==> config.mk <==
export PLATFORM = sky130hd
export DESIGN_NAME = seg_s2p_rx
export DESIGN_NICKNAME = d
export VERILOG_FILES = /design/src/rtl/seg_s2p_rx.sv
export SDC_FILE = /design/constraint.sdc
export NUM_CORES = 1
export LEC_CHECK = 0
export CAP_MARGIN = 25
export CORE_ASPECT_RATIO = 0.6
export CORE_MARGIN = 2
export CORE_UTILIZATION = 60
export DETAILED_ROUTE_END_ITERATION = 10
export DONT_BUFFER_PORTS = 1
export GPL_ROUTABILITY_DRIVEN = 0
export PLACE_DENSITY = 0.77
export REMOVE_ABC_BUFFERS = 1
export SLEW_MARGIN = 20
export SYNTH_ARGS = -nofsm -noshare
export SYNTH_HDL_FRONTEND = slang
export SYNTH_SLANG_ARGS = --single-unit
==> constraint.sdc <==
create_clock -name clk -period 6.3 [get_ports clk]
set_input_delay 1.26 -clock clk [delete_from_list [all_inputs] [get_ports clk]]
set_output_delay 1.26 -clock clk [all_outputs]
set_load 0.02 [all_outputs]
==> src/rtl/seg_s2p_rx.sv <==
// Receiver for the serial 7-segment link: oversamples SEG_CLK/DT/CLR/EN in the clk domain,
// rebuilds each frame and decodes every byte into a hex digit, a match flag and a decimal point.
module seg_s2p_rx #(
    parameter int FRAME_BITS     = 64,
    parameter int IDLE_TIMEOUT   = 1024,
    parameter int SEG_ACTIVE_LOW = 1
) (
    input  logic                      clk,
    input  logic                      rst_n,
    input  logic                      seg_clk,
    input  logic                      seg_dt,
    input  logic                      seg_clr,
    input  logic                      seg_en,
    output logic [FRAME_BITS-1:0]     frame_data,
    output logic                      frame_valid,
    output logic                      frame_err,
    output logic [4*FRAME_BITS/8-1:0] digits,
    output logic [FRAME_BITS/8-1:0]   digit_ok,
    output logic [FRAME_BITS/8-1:0]   dp,
    output logic [6:0]                bit_cnt
);

    localparam int NBYTES = FRAME_BITS / 8;
    localparam int IW     = (IDLE_TIMEOUT > 1) ? $clog2(IDLE_TIMEOUT) : 1;
    localparam logic [6:0]    LAST_BIT  = 7'(FRAME_BITS - 1);
    localparam logic [IW-1:0] IDLE_LAST = IW'(IDLE_TIMEOUT - 1);

    typedef enum logic {IDLE, SHIFT} state_t;

    // Returns {ok, dp, digit[3:0]} for one received byte.
    function automatic logic [5:0] decode_glyph(input logic [7:0] raw);
        logic [7:0] s;
        logic [3:0] d;
        logic       ok;
        s  = (SEG_ACTIVE_LOW != 0) ? ~raw : raw;
        d  = 4'h0;
        ok = 1'b1;
        case (s[6:0])
            7'h3F: d = 4'h0;
            7'h06: d = 4'h1;
            7'h5B: d = 4'h2;
            7'h4F: d = 4'h3;
            7'h66: d = 4'h4;
            7'h6D: d = 4'h5;
            7'h7D: d = 4'h6;
            7'h07: d = 4'h7;
            7'h7F: d = 4'h8;
            7'h6F: d = 4'h9;
            7'h77: d = 4'hA;
            7'h7C: d = 4'hB;
            7'h39: d = 4'hC;
            7'h5E: d = 4'hD;
            7'h79: d = 4'hE;
            7'h71: d = 4'hF;
            default: begin
                d  = 4'h0;
                ok = 1'b0;
            end
        endcase
        return {ok, s[7], d};
    endfunction

    // Two-flop synchronizers plus the previous synchronized clock for edge detection
    logic clk_sync_p0, clk_sync_p1, prev_clk;
    logic dt_sync_p0, dt_sync_p1;
    logic clr_sync_p0, clr_sync_p1;
    logic en_sync_p0, en_sync_p1;

    always_ff @(posedge clk or negedge rst_n) begin
        if (!rst_n) begin
            clk_sync_p0 <= 1'b0;
            clk_sync_p1 <= 1'b0;
            prev_clk    <= 1'b0;
            dt_sync_p0  <= 1'b0;
            dt_sync_p1  <= 1'b0;
            clr_sync_p0 <= 1'b0;
            clr_sync_p1 <= 1'b0;
            en_sync_p0  <= 1'b0;
            en_sync_p1  <= 1'b0;
        end else begin
            clk_sync_p0 <= seg_clk;
            clk_sync_p1 <= clk_sync_p0;
            prev_clk    <= clk_sync_p1;
            dt_sync_p0  <= seg_dt;
            dt_sync_p1  <= dt_sync_p0;
            clr_sync_p0 <= seg_clr;
            clr_sync_p1 <= clr_sync_p0;
            en_sync_p0  <= seg_en;
            en_sync_p1  <= en_sync_p0;
        end
    end

    logic                    edge_p1;
    state_t                  state_q, state_d;
    logic [FRAME_BITS-1:0]   shift_q, shift_d;
    logic [6:0]              cnt_d;
    logic [IW-1:0]           idle_q, idle_d;
    logic [FRAME_BITS-1:0]   frame_d;
    logic                    vld_d, err_d;
    logic [4*NBYTES-1:0]     dig_d;
    logic [NBYTES-1:0]       ok_d, dp_d;
    logic [5:0]              glyph;

    assign edge_p1 = clk_sync_p1 & ~prev_clk;

    always_comb begin
        state_d = state_q;
        shift_d = shift_q;
        cnt_d   = bit_cnt;
        idle_d  = idle_q;
        frame_d = frame_data;
        vld_d   = 1'b0;
        err_d   = 1'b0;
        // Clear beats a coincident edge; an accepted edge beats a coincident timeout.
        if (!clr_sync_p1) begin
            state_d = IDLE;
            shift_d = '0;
            cnt_d   = '0;
            idle_d  = '0;
        end else if (edge_p1 && en_sync_p1) begin
            idle_d = '0;
            if (bit_cnt == LAST_BIT) begin
                frame_d = {shift_q[FRAME_BITS-2:0], dt_sync_p1};
                vld_d   = 1'b1;
                shift_d = '0;
                cnt_d   = '0;
                state_d = IDLE;
            end else begin
                shift_d = {shift_q[FRAME_BITS-2:0], dt_sync_p1};
                cnt_d   = bit_cnt + 7'd1;
                state_d = SHIFT;
            end
        end else if (state_q == SHIFT) begin
            if (idle_q == IDLE_LAST) begin
                shift_d = '0;
                cnt_d   = '0;
                idle_d  = '0;
                err_d   = 1'b1;
                state_d = IDLE;
            end else begin
                idle_d = idle_q + IW'(1);
            end
        end
    end

    always_comb begin
        dig_d = '0;
        ok_d  = '0;
        dp_d  = '0;
        glyph = '0;
        for (int i = 0; i < NBYTES; i++) begin
            glyph            = decode_glyph(frame_d[8*i +: 8]);
            dig_d[4*i +: 4]  = glyph[3:0];
            dp_d[i]          = glyph[4];
            ok_d[i]          = glyph[5];
        end
    end

    // Frame/decode register stage: one clk after the detected final edge
    always_ff @(posedge clk or negedge rst_n) begin
        if (!rst_n) begin
            state_q     <= IDLE;
            shift_q     <= '0;
            bit_cnt     <= '0;
            idle_q      <= '0;
            frame_data  <= '0;
            frame_valid <= 1'b0;
            frame_err   <= 1'b0;
            digits      <= '0;
            digit_ok    <= '0;
            dp          <= '0;
        end else begin
            state_q     <= state_d;
            shift_q     <= shift_d;
            bit_cnt     <= cnt_d;
            idle_q      <= idle_d;
            frame_valid <= vld_d;
            frame_err   <= err_d;
            if (vld_d) begin
                frame_data <= frame_d;
                digits     <= dig_d;
                digit_ok   <= ok_d;
                dp         <= dp_d;
            end
        end
    end

endmodule

## After elaboration in Yosys (flattened, before gate mapping)

Cells that the tools add are included.

| storage, ports and cells | value |
|---|---|
| input port bits | 6 |
| logic and storage cells | 218 |
| flip-flop bits (word level) | 204 |

| cells by class | value |
|---|---|
| multiplexer cells | 45 |
| reductions and logical operators | 10 |
| $add $sub $neg | 2 |
| bitwise operators | 10 |
| equality and inequality tests | 132 |

Operator list:

| operator | count |
|---|---|
| == test 7 bit (second input constant) | 96 |
| one-hot mux 4 bit (15 select lines) | 8 |
| two-way mux 63 bit | 5 |
| two-way mux 64 bit | 3 |
| OR reduction 16 bit | 8 |
| == test 7 x 6 -> 1 bit (second input constant) | 17 |
| == test 7 x 3 -> 1 bit (second input constant) | 16 |
| NOT 8 bit | 8 |
| two-way mux 10 bit | 4 |
| two-way mux 7 bit | 5 |
| two-way mux 1 bit | 20 |
| adder 10 x 1 -> 10 bit (second input constant) | 1 |
| == test 10 bit (second input constant) | 1 |
| adder 7 x 1 -> 7 bit (second input constant) | 1 |
| != test 3 x 1 -> 1 bit (second input constant) | 2 |
| AND reduction 2 bit | 1 |
| bitwise AND 1 bit | 1 |
| logical AND 1 bit | 1 |
| NOT 1 bit | 1 |

## Logic depth before layout (Yosys ltp)

| depth | value |
|---|---|
| word-level depth | 9 |
| depth in mapped cells | 12 |

## Worst setup path after synthesis

OpenSTA, ideal clock, no wires.

| timing path | value |
|---|---|
| kind | flip-flop to flip-flop |
| start | reg bit_cnt[0] |
| end | reg digit_ok[7] |
| clock period less this slack | 2.624 ns |
| arrival time | 2.502 ns |
| setup slack | 3.676 ns |
| cell stages (with the launch flop) | 10 |
| data required time | 6.179 ns |
| library setup time | 0.121 ns |
| buffers on the path | 1 |
| cells stage by stage | dfrtp_1 -> ha_1 -> nand3_2 -> or4_4 -> buf_6 -> inv_6 -> mux2_2 -> a2111oi_0 -> nand4_1 -> o22a_1 |

| between the ends | value |
|---|---|
| longest elaborated chain between the ends | 8 |
| elaborated cells on any way between the ends | 26 |
| classes of those cells | 17 x eq/ne; 7 x mux; 1 x bitwise; 1 x reduce/logical |

Ends and longest elaborated chain:

| what | line | RTL |
|---|---|---|
| start, declared | 20 | `output logic [6:0] bit_cnt` |
| start signal, assigned | 175 | `bit_cnt <= cnt_d;` |
| == test 7 x 6 -> 1 bit (*) | 122 | `if (bit_cnt == LAST_BIT) begin` |
| two-way mux 64 bit | 122 |  |
| two-way mux 64 bit | 120 | `end else if (edge_p1 && en_sync_p1) begin` |
| two-way mux 64 bit | 115 | `if (!clr_sync_p1) begin` |
| NOT 8 bit | 35 | `s = (SEG_ACTIVE_LOW != 0) ? ~raw : raw;` |
| == test 7 bit, or another cell as far along | 38 | `case (s[6:0])` |
| OR reduction 16 bit (no source line) | - |  |
| two-way mux 1 bit | 38 |  |
| end signal, assigned | 182 | `digit_ok <= ok_d;` |
| end, declared | 18 | `output logic [FRAME_BITS/8-1:0] digit_ok,` |

Mark *: on every way between the ends. The rest lies on a longest branch, timed or not.
A chain may end at the register's enable or synchronous reset.

## Final worst setup path

| timing path | value |
|---|---|
| start | reg bit_cnt[0] |
| end | reg digit_ok[2] |

The elaborated chain is that of the path after synthesis.

==> impl_metrics.toml <==
[status]
run_status = "complete, no violations"

[sta]
slew_violations = 0
fin_skew_ns = 0.0218
timing.final.ws_setup_ns = 2.69
min_period_ns = 3.61
setup_viol = 0
fmax_mhz = 277
fin_setup_tns_ns = 0
worst_slew_pin_slew_ns = 0.784
rsz0062_at_grt = "no"
fin_hold_ws_ns = 0.348
post-route-period-util = 0.573
max_slew_margin = 0.475
hold_violations = 0

[synth]
synth_mux_area_frac = 0.0198
synth-xor-area-share = 0.0205
yosysWarnings = 0
synth_top_cell_by_area = "dfrtp_1"
synth_compound_area_frac = 0.173
synth_top_family_by_area = "simple AND/OR/NAND/NOR gates"
yosys.area_share.adder = 0.00225
yosysUniqueCellTypes = 82
synthSimpleGateAreaFrac = 0.276
synth_async_sr_flop_share = 1.00
synth_edf_count = 0
dominantRegCellSynth = "dfrtp_1"
seq_area_frac_synth = 0.459
ys_top_cells_by_area = "dfrtp_1 (46%), nand2_1 (8.3%), a22o_1 (4.6%)"
netlist.area_leader.share = 0.459
synth.avg_cell_area_um2 = 8.80
synthCells = 1265
syn_area_um2 = 11100
synth_seq_cells = 204

[placement]
portBuffers = 0
place_ws_ns = 2.74
place_hpwl_mm = 17.5
dp_cells = 1402

[drt]
drtPass1Iterations = 8
dr_total_vias = 9485
drt_iter0_drc = 1387
wirelength_mm = 27.3
routedWlPerCell_um = 19.0
viasPerCell = 6.61
drc_errors = 0
ant_nets = 0

[clock_network]
htree_levels = 1
clock_latency_ns = 0.50
numCtsBuffers = 20
cts.clk_slew.worst_paths_ns = 0.06
cts_tree = "done"
post_cts_buffers = 0
cts.sinks = 204
clockRootBuffer = "clkbuf_16"
cts_resized = 0
max-clock-path-buffers = 3
ctsHoldBuffers = 0

[worst_hold_path]
min_path_type = "flip-flop to flip-flop"

[pwr]
clock_power_share = 0.485
comb_power_share = 0.014
power.density_nw_per_um2 = 227
p_switching_mw = 0.537
p_sw_frac = 0.202
ir_worst_vdd_mv = 0.188
finalPower_mw = 2.66
p_leak_nw = 5.17
p_int_mw = 2.13
pwr-share-seq = 0.501

[grt]
overflow = 0
grt_pass1_wl_mm = 45.4
antenna_found_initial = 0
grt_max_degree = 205
grt_pass1_vias = 8324
track_usage = 0.279

[die]
row_count = 38
initial_utilization = 0.615
die_area_um2 = 19700
die_w_um = 180
io_pins = 127
die_h_um = 110
core_um2 = 18100

[cells_and_area]
drive_above_1_share = 0.0560
syn_to_final_growth_pct = 5.20
antennaDiodeCount = 0
fill_cells = 1457
final_nets = 1192
instances_no_fill = 1436
layout_common_cells = "nand2_1 (246), dfrtp_1 (204), nor2_1 (103), o21ai_0 (59), a22o_1 (58)"
layout_commonest_cell = "nand2_1"

[critical_path]
cp-end-kind = "flip-flop"
r2r_setup_slack_ns = 2.69
crit_fanout = 92
worstSetupPathType = "flip-flop to flip-flop"
arrival_ns = 3.99
required_ns = 6.69
start_kind = "flip-flop"

[job]
maxCapViolations = 0
[synth_stat cells, types with 5 or more instances]
| library cell | count |
|---|---|
| nand2_1 | 246 |
| dfrtp_1 | 204 |
| nor2_1 | 103 |
| clkbuf_1 | 83 |
| o21ai_0 | 59 |
| a22o_1 | 58 |
| nor3_1 | 41 |
| a21oi_1 | 39 |
| nand3_1 | 37 |
| nor4_1 | 27 |
| nand2b_1 | 22 |
| nand3b_1 | 22 |
| a31oi_1 | 18 |
| nand4_1 | 16 |
| nor4b_1 | 16 |
| nor2b_1 | 14 |
| or3_1 | 14 |
| xor2_1 | 14 |
| mux2i_1 | 13 |
| buf_2 | 12 |
| inv_1 | 12 |
| xnor2_1 | 12 |
| and3_1 | 10 |
| o31ai_1 | 10 |
| nor3b_1 | 9 |
| o22ai_1 | 9 |
| buf_6 | 7 |
| mux2_2 | 7 |
| nand4b_1 | 7 |
| o22a_1 | 7 |
| o32a_1 | 7 |
| and3b_1 | 6 |
| or4_1 | 6 |
| a211oi_1 | 5 |
| or3b_2 | 5 |
[power by group through the flow]
| stage | Sequential, mW | Combinational, mW | Clock, mW |
|---|---|---|---|
| after floorplan | 1.36 | 0.0249 | 0 |
| after global placement | 1.36 | 0.0352 | 0 |
| after detailed placement | 1.36 | 0.0371 | 0 |
| after CTS | 1.33 | 0.0370 | 1.32 |
| after global routing | 1.34 | 0.0416 | 1.37 |
| final | 1.33 | 0.0369 | 1.29 |
[cell families (layout without fill, tap and decap cells)]
| logic type | after synthesis | count (layout) |
|---|---|---|
| muxes | 21 | 21 |
| AOI/OAI and AO/OA | 271 | 271 |
| adders and majority gates | 2 | 2 |
| buffers and inverters | 123 | 54 |
| DFF | 204 | 204 |
| and+or+nand+nor | 618 | 618 |
| xor gates and xnor gates | 26 | 26 |
[worst paths after layout]
path | cells after the start | start | to
worst max-delay path | 9 | bit_cnt[0] | digit_ok[2]
worst max register to register | 9 | bit_cnt[0] | digit_ok[2]
max in group asynchronous | 0 | rst_n | digits[5]
min in group asynchronous | 0 | rst_n | clr_sync_p0
worst min register to register | 0 | dt_sync_p0 | dt_sync_p1
worst min-delay path | 0 | dt_sync_p0 | dt_sync_p1
[metal layers]
metal	GRT usage	part of all wire	up-vias
met5	0	0	-
met4	0.0459	0.012	0
met3	0.0590	0.096	32
met2	0.358	0.39	483
met1	0.472	0.50	4564
li1	-	-	4406
[cell type report]
type / count / area, um^2 / area share
clock buffers: 28 / 612 / 0.0522
clock inverters: 6 / 105 / 0.00897
inverters: 13 / 53.8 / 0.00459
multi-input cells: 938 / 5480 / 0.468
flip-flops and latches: 204 / 5100 / 0.436
well taps: 240 / 300 / 0.0256
repair buffers: 7 / 52.6 / 0.00449
[critical path: stages (launching register included)]
cell and delay [ns]:
dfrtp_1 0.51, ha_1 0.27, nand3_2 0.12, or4_4 0.77
inv_6 0.62, buf_4 0.43, a2111oi_1 0.11, a31oi_2 0.22
nand2_1 0.08, o31a_1 0.29
[registers in the layout, indices dropped and copies added, names as in the netlist, 7 cells and up]
signal and flops:
bit_cnt 7, digit_ok 8, digits 32, dp 8
frame_data 64, idle_q 10, shift_q 63
[stage by stage]
| stage | instance area (um^2) | util |
|---|---|---|
| finish | 11700 | 0.646 |
| global route | 11700 | 0.646 |
| CTS | 11700 | 0.646 |
| detailed placement | 11000 | 0.607 |
| global placement | 11000 | 0.607 |
| floorplan | 10600 | - |
(Power assumes the default switching activity.)
